==> src/rtl/cpu_bus_arbiter.sv <==
// Two-client (instruction/data) arbiter in front of a single 32-bit memory port.
// Conflict policy: fixed data priority by default; CPU_BUS_ARB_ROUND_ROBIN_EN selects round-robin.
module cpu_bus_arbiter (
  input  logic        clk,
  input  logic        reset,
  input  logic [31:0] i_addr,
  input  logic [31:0] i_data,
  input  logic        i_we,
  input  logic        i_start,
  output logic [31:0] i_q,
  output logic        i_done,
  input  logic [31:0] d_addr,
  input  logic [31:0] d_data,
  input  logic        d_we,
  input  logic        d_start,
  output logic [31:0] d_q,
  output logic        d_done,
  output logic [31:0] mem_addr,
  output logic [31:0] mem_data,
  output logic        mem_we,
  output logic        mem_start,
  input  logic [31:0] mem_q,
  input  logic        mem_done,
  output logic [2:0]  dbg_state
);

  // Handshake: a client holds x_start with stable addr/data/we until its one-cycle
  // x_done; the memory side sees mem_start high while busy until mem_done pulses.
  typedef enum logic [2:0] {
    IDLE   = 3'd0,
    BUSY_I = 3'd1,
    BUSY_D = 3'd2,
    RESP_I = 3'd3,
    RESP_D = 3'd4
  } state_t;

  state_t      state, state_next;
  logic [31:0] cap_q;
  logic        grant_i, grant_d, d_wins, busy;

`ifdef CPU_BUS_ARB_ROUND_ROBIN_EN
  logic last_d;

  // Reset leaves last-grant on instruction, so data wins the first conflict.
  always_ff @(posedge clk) begin
    if (reset) begin
      last_d <= 1'b0;
    end else if (grant_d) begin
      last_d <= 1'b1;
    end else if (grant_i) begin
      last_d <= 1'b0;
    end
  end

  assign d_wins = ~last_d;
`else
  assign d_wins = 1'b1;
`endif

  always_comb begin
    grant_d = 1'b0;
    grant_i = 1'b0;
    if (state == IDLE) begin
      grant_d = d_start & (~i_start | d_wins);
      grant_i = i_start & ~grant_d;
    end
  end

  always_comb begin
    state_next = state;
    case (state)
      IDLE: begin
        if (grant_d) begin
          state_next = BUSY_D;
        end else if (grant_i) begin
          state_next = BUSY_I;
        end
      end
      BUSY_I:  if (mem_done) state_next = RESP_I;
      BUSY_D:  if (mem_done) state_next = RESP_D;
      RESP_I:  state_next = IDLE;
      RESP_D:  state_next = IDLE;
      default: state_next = IDLE;
    endcase
  end

  assign busy = (state == BUSY_I) || (state == BUSY_D);

  // Request fields are latched only at grant, so client inputs cannot disturb a transaction.
  always_ff @(posedge clk) begin
    if (reset) begin
      state    <= IDLE;
      mem_addr <= 32'd0;
      mem_data <= 32'd0;
      mem_we   <= 1'b0;
      cap_q    <= 32'd0;
    end else begin
      state <= state_next;
      if (grant_d) begin
        mem_addr <= d_addr;
        mem_data <= d_data;
        mem_we   <= d_we;
      end else if (grant_i) begin
        mem_addr <= i_addr;
        mem_data <= i_data;
        mem_we   <= i_we;
      end
      if (busy && mem_done) begin
        cap_q <= mem_q;
      end
    end
  end

  assign mem_start = busy & ~mem_done;
  assign i_done    = (state == RESP_I);
  assign d_done    = (state == RESP_D);
  assign i_q       = i_done ? cap_q : 32'd0;
  assign d_q       = d_done ? cap_q : 32'd0;
  assign dbg_state = state;

endmodule

==> config.mk <==
export PLATFORM = sky130hd
export DESIGN_NAME = cpu_bus_arbiter
export DESIGN_NICKNAME = d
export VERILOG_FILES = /design/src/rtl/cpu_bus_arbiter.sv
export SDC_FILE = /design/constraint.sdc
export NUM_CORES = 1
export LEC_CHECK = 0
export ABC_AREA = 1
export CORE_MARGIN = 4
export CORE_UTILIZATION = 43
export CTS_BUF_LIST = sky130_fd_sc_hd__clkbuf_2
export CTS_CLUSTER_DIAMETER = 80
export DETAILED_ROUTE_END_ITERATION = 16
export GPL_TIMING_DRIVEN = 1
export PLACE_DENSITY = 0.9
export SYNTH_ARGS = -nofsm -noshare
export SYNTH_HDL_FRONTEND = slang
export SYNTH_SLANG_ARGS = --single-unit
==> constraint.sdc <==
create_clock -name clk -period 2.41 [get_ports clk]
set_input_delay 0.6025 -clock clk [delete_from_list [all_inputs] [get_ports clk]]
set_output_delay 0.6025 -clock clk [all_outputs]
set_load 0.05 [all_outputs]
Word-level counts from Yosys, hierarchy flattened:

Index checks and enable logic that the tools add are counted.
W data, S select, Z words.

* flip-flop bits (word level): 100
* bits of input ports: 167
* output and inout bits: 135
* word-level logic and storage cells: 36

* equal/unequal tests: 7
* multiplexer cells: 15
* bitwise logic cells: 4
* reduce and logical (&&, ||, !) cells: 5

Operators with widths (number)
* $mux W32: 6
* $mux W3: 4
* $pmux W3 S3: 1
* $eq A3 B2 Y1 const B: 2
* $mux W1: 4
* $ne A2 B2 Y1 const B: 2
* $eq A3 B1 Y1 const B: 1
* $eq A3 B3 Y1 const B: 1
* $logic_not A3 Y1: 1
* $ne A3 B3 Y1 const B: 1
* $reduce_and A3 Y1: 1
* $and A1 B1 Y1: 2
* $not A1 Y1: 2
* $reduce_bool A2 Y1: 1
* $logic_and A1 B1 Y1: 1
* $logic_or A1 B1 Y1: 1

Logic depth before layout (Yosys ltp):

Gate-level depths: netlist (run 1).

* depth in word-level cells: 6
* gate-level depth with buffers: 9
* mapped depth without buffers: 8

Least setup slack after synthesis (run 1):

Ideal clock, no wire load.

* kind: register to output
* from: register state[0], in the netlist dbg_state[0]
* to: output port i_q[10]
* arrival: 2.635 ns
* required time: 1.808 ns
* setup slack: -0.828 ns
* stages on the path, launching flop included: 6
* buffers on the path: 1
* cells stage by stage: dfxtp_1 inv_1 nor3_2 inv_1 clkbuf_1 nor2_1

* word-level cells in the longest chain between the ends: 2

RTL lines
* start: declaration: line 37 `state_t state, state_next;`
* start signal: assignment: line 98 `state <= state_next;`
* $eq A3 B2 Y1: line 115 `assign i_done = (state == RESP_I);`
* net i_done: line 11 `output logic i_done,`
* $mux W32: line 117 `assign i_q = i_done ? cap_q : 32'd0;`
* end: declaration: line 10 `output logic [31:0] i_q,`

The timed path passes the listed nets, and every way through them passes these cells.

Final worst setup path (run 1):

* from: register state[0], in the netlist dbg_state[0]
* to: output port i_q[3]

* word-level cells in the longest chain between the ends: 2

RTL lines (line)
* $eq A3 B2 Y1: 115
* $mux W32: 117

No other way between the ends.

==> results of run 1 <==
-- worst paths after layout --
path | slack (ns) | to | startpoint | cells after the start
worst max register to register | 0.40 | mem_data[6] | dbg_state[0] | 8
worst min register to register | 0.48 | mem_addr[26] | mem_addr[26] | 2
worst max-delay path | -0.02 | i_q[3] | dbg_state[0] | 6
worst min-delay path | 0.33 | dbg_state[0] | reset | 4
-- cells in the mapped netlist, drive strengths merged --
cell / n
a21oi: 64
buf: 48
clkbuf: 15
dfxtp: 100
inv: 174
nand2: 143
nand3: 72
nand4: 64
nor2: 133
nor3: 2
o21ai: 32
-- power breakdown --
part           switching [mW]  internal [mW]  total, mW
Clock                   0.589          0.245      0.835
Sequential              0.330           2.23       2.56
Combinational            3.97           1.82       5.79
-- state kept, by name (all words and copies together), names as in the netlist --
name,count
mem_addr,32
mem_we,1
dbg_state,3
mem_data,32
cap_q,32
-- through the flow --
stage	area, um2	hold slack, ns	utilization, %	setup WS, ns
final	9610	0.3308	80.01	-0.02436
after global routing	9610	0.2925	80.01	-0.1604
after CTS	9417	0.3118	78.40	-0.02861
after detailed placement	9243	0.4543	76.95	0.2973
after global placement	9243	0.4499	76.95	0.3008
after floorplan	5520	0.4536	-	-0.04341
-- worst max-delay path, stage by stage, from the launching register on --
cell       delay, ns
dfxtp_4         0.45
inv_4           0.04
nor3_4          0.21
inv_4           0.11
clkbuf_16       0.19
nor2_4          0.11
buf_12          0.15
-- routing by layer --
layer	vias up	GRT usage, %
met4	0	13.32
met1	2936	29.74
met5	-	0
met2	359	46.50
li1	3174	-
met3	77	6.651
-- layout make-up --
cell class	count	area (um2)	area share [%]
repair buffers	326	3969	41.30
clock inverters	6	65.06	0.6770
clock buffers	10	50.05	0.5208
well taps	147	183.9	1.914
inverters	174	660.6	6.874
flip-flops and latches	100	2011	20.92
multi-input cells	510	2671	27.80
-- logic make-up after synthesis --
| group | after synthesis |
|---|---|
| AND/OR/NAND/NOR | 414 |
| buffers and inverters | 237 |
| flip-flops | 100 |
| AO/OA/AOI/OAI | 96 |
-- repair_timing --
| item | CTS | global route |
|---|---|---|
| pin swaps | 3 | 4 |
| gates resized for setup | 83 | 38 |
| setup buffers | 0 | 4 |
| cloned | 0 | 3 |
| endpoints found under the setup margin | 101 | 89 |
==> results.md, run 1 <==
- Outcome: complete, but fails checks
- Failing checks: negative setup slack
- Core ar.: 12010 um2
- CTS max path bufs: 2
- Required time worst endpoint: ~1.8 ns
- Peak VDD IR: 576.5 uV
- Via density: 5.142
- Area leader, netlist: dfxtp_1
- RSZ-0062 raised after global routing: yes
- Die area: between 10000 and 15000 um2
- Residual DRC count: 0
- Final setup viols: 20
- Sequential element share of the synthesized area: a little under two fifths
- Fmax achieved: 410.8 MHz
- Layout cells sized above 1: 16.96%
- Post-synthesis compound-gate area fraction: slightly above 9%
- Synth Area in XOR/XNOR: 0%
- CTS buffer count: 9
- Initial antenna violation count: 0
- Final layout net count: 1288
- DR iter-0 viols: 456
- Met3 wire len: 1831 um
- Max layer used: met4
- CP arrival: 1.83 ns
- Least-Margin Pin Slew: 0.6917 ns
- Hold buffers post-CTS: 0
- Placed cells: 1250
- Commonest non-fill, non-tap cell in the layout: inv_1
- Hold Crit Class: primary input to register
- H-tree depth: 3
- Global-route wire length before repair: approximately 30000 um
- Hold Fails Final Rpt: 0
- Met2 WL: approximately 11000 um
- Pwr Density: 955.3 nW/um2
- Final worst slack: -0.02436 ns
- Overall Power: 9.180 mW
- Vias in the first global route: 6065
- Final Cycle Share: 101.0%
- Max_slew headroom: 53.88%
- Syn avg cell area: 6.221 um2
- Post-synthesis register bit count: 100
- CTS tree: done
- Post-Syn Instances: 847
- Synth Cell Area: around 5300 um2
- Clk Latency, worst-skew pair: 0.58 ns
- Initial Utilization: 43.86%
- Synthesis-to-layout area growth: 82.40%
- Die Y: 118.7 um
- Peak fanout along the critical path: 5
- Commonest cells after routing, fill and taps aside: 168 x inv_1, 165 x clkdlybuf4s50_1, 138 x nand2_1
- Io pins: 302
- Top cell type's share of synthesized area: 38.00%
- Clock transition at path regs: 0.26 ns
- Crit path kind: register to output port
- Post-Synth Adder-Cell Area: 0%
- Clock skew: 0.01975 ns
- GPL Wtd Cong: 0.8424
- Vias: 6546
- Startpoint Class: register
- Leak: 4.638 nW
- ANT cells: 0
- Die Width: 118.7 um
- Min Clock Period, post-route: 2.434 ns
- Simple-gate share of the synthesized area: 34.67%
- Critical path endpoint category: output port
- Placement Rows: 40
- Max-cap violations: 0
- Largest family of logic cells by synthesized area: simple AND/OR/NAND/NOR gates
- Total GRT Usage: 26.53%
- # fillers: 737
- Pins over their slew limit: 0
- Post-synthesis mux area share: 0%
- Sink Count: 100
- Fin cells: 1273
- Met1 wire length: 7528 um
- Wirelength per Cell: 16.55 um
- Routed WL: 21070 um
- GRT overflow: 0
- Setup TNS: -0.1480 ns
- Distinct cells, synth: 18
- Synth area leaders: dfxtp_1 38%, inv_1 12%, nand2_1 10%
- DR pass1 iterations: 7
- Synth Warn #: 0
- Count of input and output buffers: 301
- ANT nets after route: 0
- Synth Net Count: 1014
- Clock root buffer: clkbuf_2
- Largest net degree at the start of global routing: 66
- Hpwl dp: 14970 um
Power figures use the tool's default switching activity.
==> run 2, diff against run 1 <==
==> constraint.sdc (replaced) <==
create_clock -name clk -period 2.41 [get_ports clk]
set_input_delay 0.723 -clock clk [delete_from_list [all_inputs] [get_ports clk]]
set_output_delay 0.723 -clock clk [all_outputs]
set_load 0.05 [all_outputs]
==> run 2 against run 1 <==
Effect of this change: the run still ends with negative setup slack left; register-to-register slack worse by 0.06 ns; critical path type unchanged; sequential share of layout area up 0.45 points; cell area down 2.0%; highest routed layer unchanged.
==> results.md, run 2 (synthesis gave the netlist of run 1 again) <==
- Layout cells sized above 1: 17.54% (+0.57 points)
- CP arrival: 1.86 ns (+0.03 ns)
- Pwr Density: 973.9 nW/um2 (+1.9%)
- Hpwl dp: 14450 um (-3.5%)
- DR pass1 iterations: 5 (-2)
- Final layout net count: 1291 (+0.23%)
- Critical Path Source: dbg_state[0]
- Hold Crit Class: register to register
- Clk Latency, worst-skew pair: 0.56 ns (-0.02 ns)
- Max_slew headroom: 59.11% (+5.2 points)
- Largest net degree at the start of global routing: 52 (-21%)
- H-tree depth: 3 (unchanged)
- Final Cycle Share: 107.1% (+6.1 points)
- Top flop regs: cap_q: 32 flops, mem_addr: 32 flops, mem_data: 32 flops
- R2R depth: 7 (-1)
- Hold Fails Final Rpt: 0 (unchanged)
- R2r endpoint: mem_data[11]
- Commonest cells after routing, fill and taps aside: 166 x inv_1, 165 x clkdlybuf4s50_1, 138 x nand2_1
- Vias in the first global route: 6223 (+2.6%)
- Critical path's largest stage delay: 0.43 ns (-0.02 ns)
- CTS tree: done
- Outcome: complete, but fails checks
- Min Clock Period, post-route: 2.582 ns (+0.1473 ns)
- CP cell instances: inv_2 -> nor3_4 -> inv_4 -> clkbuf_16 -> nor2_4 -> buf_6
- Die Y: 118.7 um (unchanged)
- Wirelength per Cell: 17.36 um (+4.9%)
- Overall Power: 9.175 mW (about the same)
- Global-route wire length before repair: 31490 um (+3.8%)
- Hold Path Origin: mem_addr[14]
- Routed WL: 22170 um (+5.2%)
- Critical path endpoint category: output port
- Residual DRC count: 0 (unchanged)
- Commonest non-fill, non-tap cell in the layout: inv_1
- CTS max path bufs: 2 (unchanged)
- Placement Rows: 40 (unchanged)
- Die Width: 118.7 um (unchanged)
- Die area: 14090 um2 (unchanged)
- Leak: 4.322 nW (-6.8%)
- Initial antenna violation count: 1 (+1)
- Peak VDD IR: 605.2 uV (+5.0%)
- Count of input and output buffers: 301 (unchanged)
- Crit path kind: register to output port
- Startpoint Class: register
- Least-Margin Pin Slew: 0.6125 ns (-0.07926 ns)
- Fin cells: 1277 (+0.31%)
- Dpl cell area: 8850 um2 (-4.3%)
- Crit path capture: i_q[29]
- Clock skew: 0.02820 ns (+0.008459 ns)
- Fmax achieved: 387.3 MHz (-5.7%)
- Initial Utilization: 43.86% (unchanged)
- Synthesis-to-layout area growth: 78.82%
- Failing checks: negative setup slack
- CTS buffer count: 9 (unchanged)
- GPL Wtd Cong: 0.8763 (+4.0%)
- Placed cells: 1251 (+0.080%)
- Sink Count: 100 (unchanged)
- Slowest cell on the critical path: dfxtp_4
- Peak fanout along the critical path: 8 (+3)
- Max-cap violations: 0 (unchanged)
- RSZ-0062 raised after global routing: yes
- DR iter-0 viols: 632 (+39%)
- ANT nets after route: 0 (unchanged)
- Via density: 5.262 (+2.3%)
- Required time worst endpoint: 1.69 ns (-0.12 ns)
- Vias: 6720 (+2.7%)
- Final worst slack: -0.1717 ns (-0.1473 ns)
- Clock transition at path regs: 0.24 ns (-0.02 ns)
- Flop2flop setup slack: 0.34 ns (-0.06 ns)
- Total GRT Usage: 27.43% (+0.90 points)
- Final setup viols: 66 (+230%)
- Final Cell Area: 9422 um2 (-2.0%)
- GRT overflow: 0 (unchanged)
- Clock root buffer: clkbuf_2
- Hold buffers post-CTS: 0 (unchanged)
- Worst r2r src: dbg_state[0]
- Io pins: 302 (unchanged)
- Pins over their slew limit: 0 (unchanged)
- Core ar.: 12010 um2 (unchanged)
run 2: layout make-up:
type / count / area [um2]
clock buffers: 12 / 60.06
repair buffers: 329 / 3677
well taps: 147 / 183.9
inverters: 174 / 658.1
fillers: 777 / 2590
flip-flops and latches: 100 / 2013
multi-input cells: 510 / 2776
clock inverters: 4 / 50.05
diodes: 1 / 2.502
run 2: routing by layer:
metal | part of all wire, % | track usage [%] | wire length, um | vias to the layer above
met5 | 0 | 0 | 0 | -
li1 | - | - | - | 3172
met4 | 4.2 | 11.80 | 941 | 0
met3 | 10 | 7.608 | 2216 | 79
met1 | 35 | 29.99 | 7805 | 3024
met2 | 51 | 49.41 | 11210 | 445
run 2: critical path: cells and delay by family (launching register included):
kind	cells	cell delay (ns)
buffers and inverters	4	0.55
DFF	1	0.43
and+or+nand+nor	2	0.33
run 2: worst min path at each step:
stage / endpoint / slack (ns) / cells after the start
global route: mem_addr[14] / 0.49 / 2
floorplan: cap_q[0] / 0.45 / 2
global placement: mem_data[29] / 0.45 / 2
finish: mem_addr[14] / 0.48 / 2
CTS: mem_addr[14] / 0.48 / 2
detailed placement: mem_addr[5] / 0.45 / 2
run 2: report_power, final:
| group | internal [mW] | switching [mW] | leakage (nW) |
|---|---|---|---|
| Combinational | 1.73 | 4.08 | 3.43 |
| Sequential | 2.23 | 0.318 | 0.825 |
| Clock | 0.250 | 0.565 | 0.0682 |
run 2: repair_timing:
| item | in CTS | in global routing |
|---|---|---|
| pin swaps | 4 | 0 |
| endpoints found under the setup margin | 134 | 68 |
| cloned | 2 | 4 |
| setup buffers | 3 | 0 |
| resized for setup | 160 | 18 |
run 2: per-stage QoR:
step | util, % | TNS, ns | hold slack, ns | worst slack, ns
2_1_floorplan | - | -0.1969 | 0.4536 | -0.01010
3_3_place_gp | 73.68 | 0 | 0.4510 | 0.03879
3_5_place_dp | 73.68 | 0 | 0.4543 | 0.04197
4_1_cts | 77.22 | -8.068 | 0.4786 | -0.1983
5_1_grt | 78.44 | -14.48 | 0.4913 | -0.2828
6_report | 78.44 | -6.869 | 0.4775 | -0.1717
==> run 3, diff against run 2 <==
- CORE_AREA: unset -> 4 4 116 118
- CORE_MARGIN: 4 -> unset
- CORE_UTILIZATION: 43 -> unset
- DIE_AREA: unset -> 0 0 120 122
- DONT_BUFFER_PORTS: unset -> 1
- PLACE_DENSITY: 0.9 -> 0.58
==> run 3 against run 2 <==
Effect of this change: the run still ends with negative setup slack left; first-iteration DRC count fell by 38%; critical path depth fell by 1; sequential share of layout area rose by 7.7 points; non-clock buffer count fell by 238; via count fell by 16%; global-route usage fell by 4.5 points; wire length fell by 20%; combinational power fell by 43%; register-to-register slack got worse by 0.14 ns; power fell by 12%; cell count fell by 17%; critical path type unchanged; highest routed layer unchanged.
==> results.md, run 3 (synthesis gave the netlist of run 1 again) <==
- Final Cell Area: 6932 um2 (-26%)
- Synthesis-to-layout area growth: 31.56%
- RSZ-0062 raised after global routing: yes
- Vias in the first global route: 5089 (-18%)
- Clock root buffer: clkbuf_2
- Placed cells: 1040 (-17%)
- Worst Hold End: mem_addr[18]
- Required time worst endpoint: 1.69 ns (about the same)
- Critical path's largest stage delay: 0.47 ns (+0.04 ns)
- Hold Path Origin: reset
- CP cell instances: nor3_4 -> inv_4 -> buf_4 -> nor2_4 -> buf_12
- Failing checks: negative setup slack
- Routed WL: 17770 um (-20%)
- Outcome: complete, but fails checks
- GRT overflow: 0 (unchanged)
- Worst r2r src: dbg_state[1]
- Largest net degree at the start of global routing: 68 (+31%)
- Max-cap violations: 0 (unchanged)
- Fin cells: 1064 (-17%)
- Overall Power: 8.051 mW (-12%)
- Flop2flop setup slack: 0.20 ns (-0.14 ns)
- Initial Utilization: 42.27% (-1.6 points)
- Sink Count: 100 (unchanged)
- Min Clock Period, post-route: 2.562 ns (-0.01987 ns)
- Peak fanout along the critical path: 6 (-2)
- Io pins: 302 (unchanged)
- CTS max path bufs: 2 (unchanged)
- Crit path kind: register to output port
- H-tree depth: 3 (unchanged)
- Top flop regs: cap_q: 32 flops, mem_addr: 32 flops, mem_data: 32 flops
- Die Y: 122 um (+2.8%)
- Wirelength per Cell: 16.70 um (-3.8%)
- Final layout net count: 1053 (-18%)
- Hpwl dp: 13250 um (-8.3%)
- CTS buffer count: 9 (unchanged)
- Switching Share: 55.82% (+1.7 points)
- Peak VDD IR: 694.6 uV (+15%)
- Initial antenna violation count: 2 (+1)
- Core ar.: 12470 um2 (+3.8%)
- Layout cells sized above 1: 20.45% (+2.9 points)
- Startpoint Class: register
- Seq pwr share: 49.2% (+21 points)
- Setup Slack @ Placement: 0.2451 ns (+0.2032 ns)
- Leak: 3.128 nW (-28%)
- Clk pwr share: 9.6% (+0.7 points)
- P_sw: 4.494 mW (-9.5%)
- Pwr Density: 1161 nW/um2 (+19%)
- Residual DRC count: 0 (unchanged)
- CP arrival: 1.84 ns (-0.02 ns)
- Hold Fails Final Rpt: 0 (unchanged)
- Dpl cell area: 6496 um2 (-27%)
- Count of input and output buffers: 0 (-100%)
- DR pass1 iterations: 5 (unchanged)
- Fmax achieved: 390.3 MHz (+0.78%)
- Part of the power in combinational logic: 41.2% (-22 points)
- Max_slew headroom: 55.91% (-3.2 points)
- Least-Margin Pin Slew: 0.6598 ns (+0.04736 ns)
- ANT nets after route: 0 (unchanged)
- Final Cycle Share: 106.3% (-0.82 points)
- Clock transition at path regs: 0.25 ns (about the same)
- Total GRT Usage: 22.90% (-4.5 points)
- Clk Latency, worst-skew pair: 0.57 ns (about the same)
- Global-route wire length before repair: 26760 um (-15%)
- Via density: 5.284 (+0.41%)
- Hold buffers post-CTS: 0 (unchanged)
- GPL Wtd Cong: 0.8339 (-4.8%)
- R2R depth: 8 (+1)
- Placement Rows: 41 (+2.5%)
- Vias: 5622 (-16%)
- Commonest non-fill, non-tap cell in the layout: inv_1
- Pins over their slew limit: 0 (unchanged)
- R2r endpoint: mem_addr[28]
- Commonest cells after routing, fill and taps aside: 169 x inv_1, 140 x nand2_1, 97 x dfxtp_1
- Final worst slack: -0.1518 ns (+0.01987 ns)
- Slowest cell on the critical path: dfxtp_4
- Critical path endpoint category: output port
- DR iter-0 viols: 392 (-38%)
- Die area: 14640 um2 (+3.9%)
- Setup TNS: -6.997 ns (-0.1281 ns)
- Die Width: 120 um (+1.1%)
- Clock skew: 0.02478 ns (-0.003420 ns)
- Hold Crit Class: primary input to register
- CTS tree: done
- Hold path cells: 1 (-1)
- Internal power: 3.557 mW (-16%)
- Final setup viols: 66 (unchanged)
==> run 3: cell count changes in the layout (fill, tap and decap cells not counted), moves of 3 or more <==
cell             delta
inv_1               +3
buf_4               -3
buf_6               +8
buf_8               -3
dlygate4sd2_1      -66
clkdlybuf4s50_1   -165
buf_12              -3
nor2_2             +24
nor2_4             -26
==> run 3: layout make-up <==
| class | count | area [um2] |
|---|---|---|
| diodes | 2 | 5.005 |
| clock buffers | 12 | 60.06 |
| clock inverters | 3 | 38.79 |
| fillers | 1241 | 5534 |
| inverters | 174 | 655.6 |
| multi-input cells | 510 | 2631 |
| flip-flops and latches | 100 | 2013 |
| well taps | 172 | 215.2 |
| repair buffers | 91 | 1313 |
==> run 3: critical path, delay by kind of cell, from the launching register on <==
| kind | cells | cell delay, ns |
|---|---|---|
| buffers and inverters | 3 | 0.47 |
| AND/OR/NAND/NOR | 2 | 0.36 |
| flip-flops | 1 | 0.47 |
==> run 3: stage by stage <==
stage	hold slack [ns]	util [%]
2_1_floorplan	0.4536	-
3_3_place_gp	0.4669	52.11
3_5_place_dp	0.4723	52.11
4_1_cts	0.08782	54.87
5_1_grt	0.07205	55.61
6_report	0.1893	55.61
==> run 3: power groups by stage <==
| stage | clock network (mW) | registers, mW | logic (mW) |
|---|---|---|---|
| after floorplan | 0 | 3.90 | 2.51 |
| after global placement | 0 | 4.00 | 3.06 |
| after detailed placement | 0 | 4.02 | 3.15 |
| after CTS | 0.817 | 3.97 | 3.29 |
| after global routing | 0.884 | 4.02 | 3.69 |
| final | 0.772 | 3.96 | 3.32 |
==> run 3: worst max-delay path by stage <==
stage,start,to,slack [ns],cells past startpoint
2_1_floorplan,dbg_state[1],i_q[10],-0.01,5
3_3_place_gp,d_start,mem_data[30],0.29,5
3_5_place_dp,d_start,mem_addr[28],0.25,5
4_1_cts,dbg_state[2],i_q[13],-0.27,5
5_1_grt,dbg_state[2],i_q[14],-0.31,5
6_report,dbg_state[2],i_q[17],-0.15,5
==> run 3: timing repair <==
action                                  CTS  global route
endpoints found under the hold margin     0             0
setup buffers                             5             0
gates cloned                              1             1
gates resized for setup                  55            19
pin swaps                                 2             0
endpoints found under the setup margin   66            67
==> run 3: metal layers <==
layer / up-vias / wire length (um) / GRT usage [%]
li1: 2704 / - / -
met1: 2604 / 6753 / 26.46
met2: 288 / 8811 / 38.92
met3: 26 / 1746 / 7.196
met4: 0 / 458 / 10.31
met5: - / 0 / 0
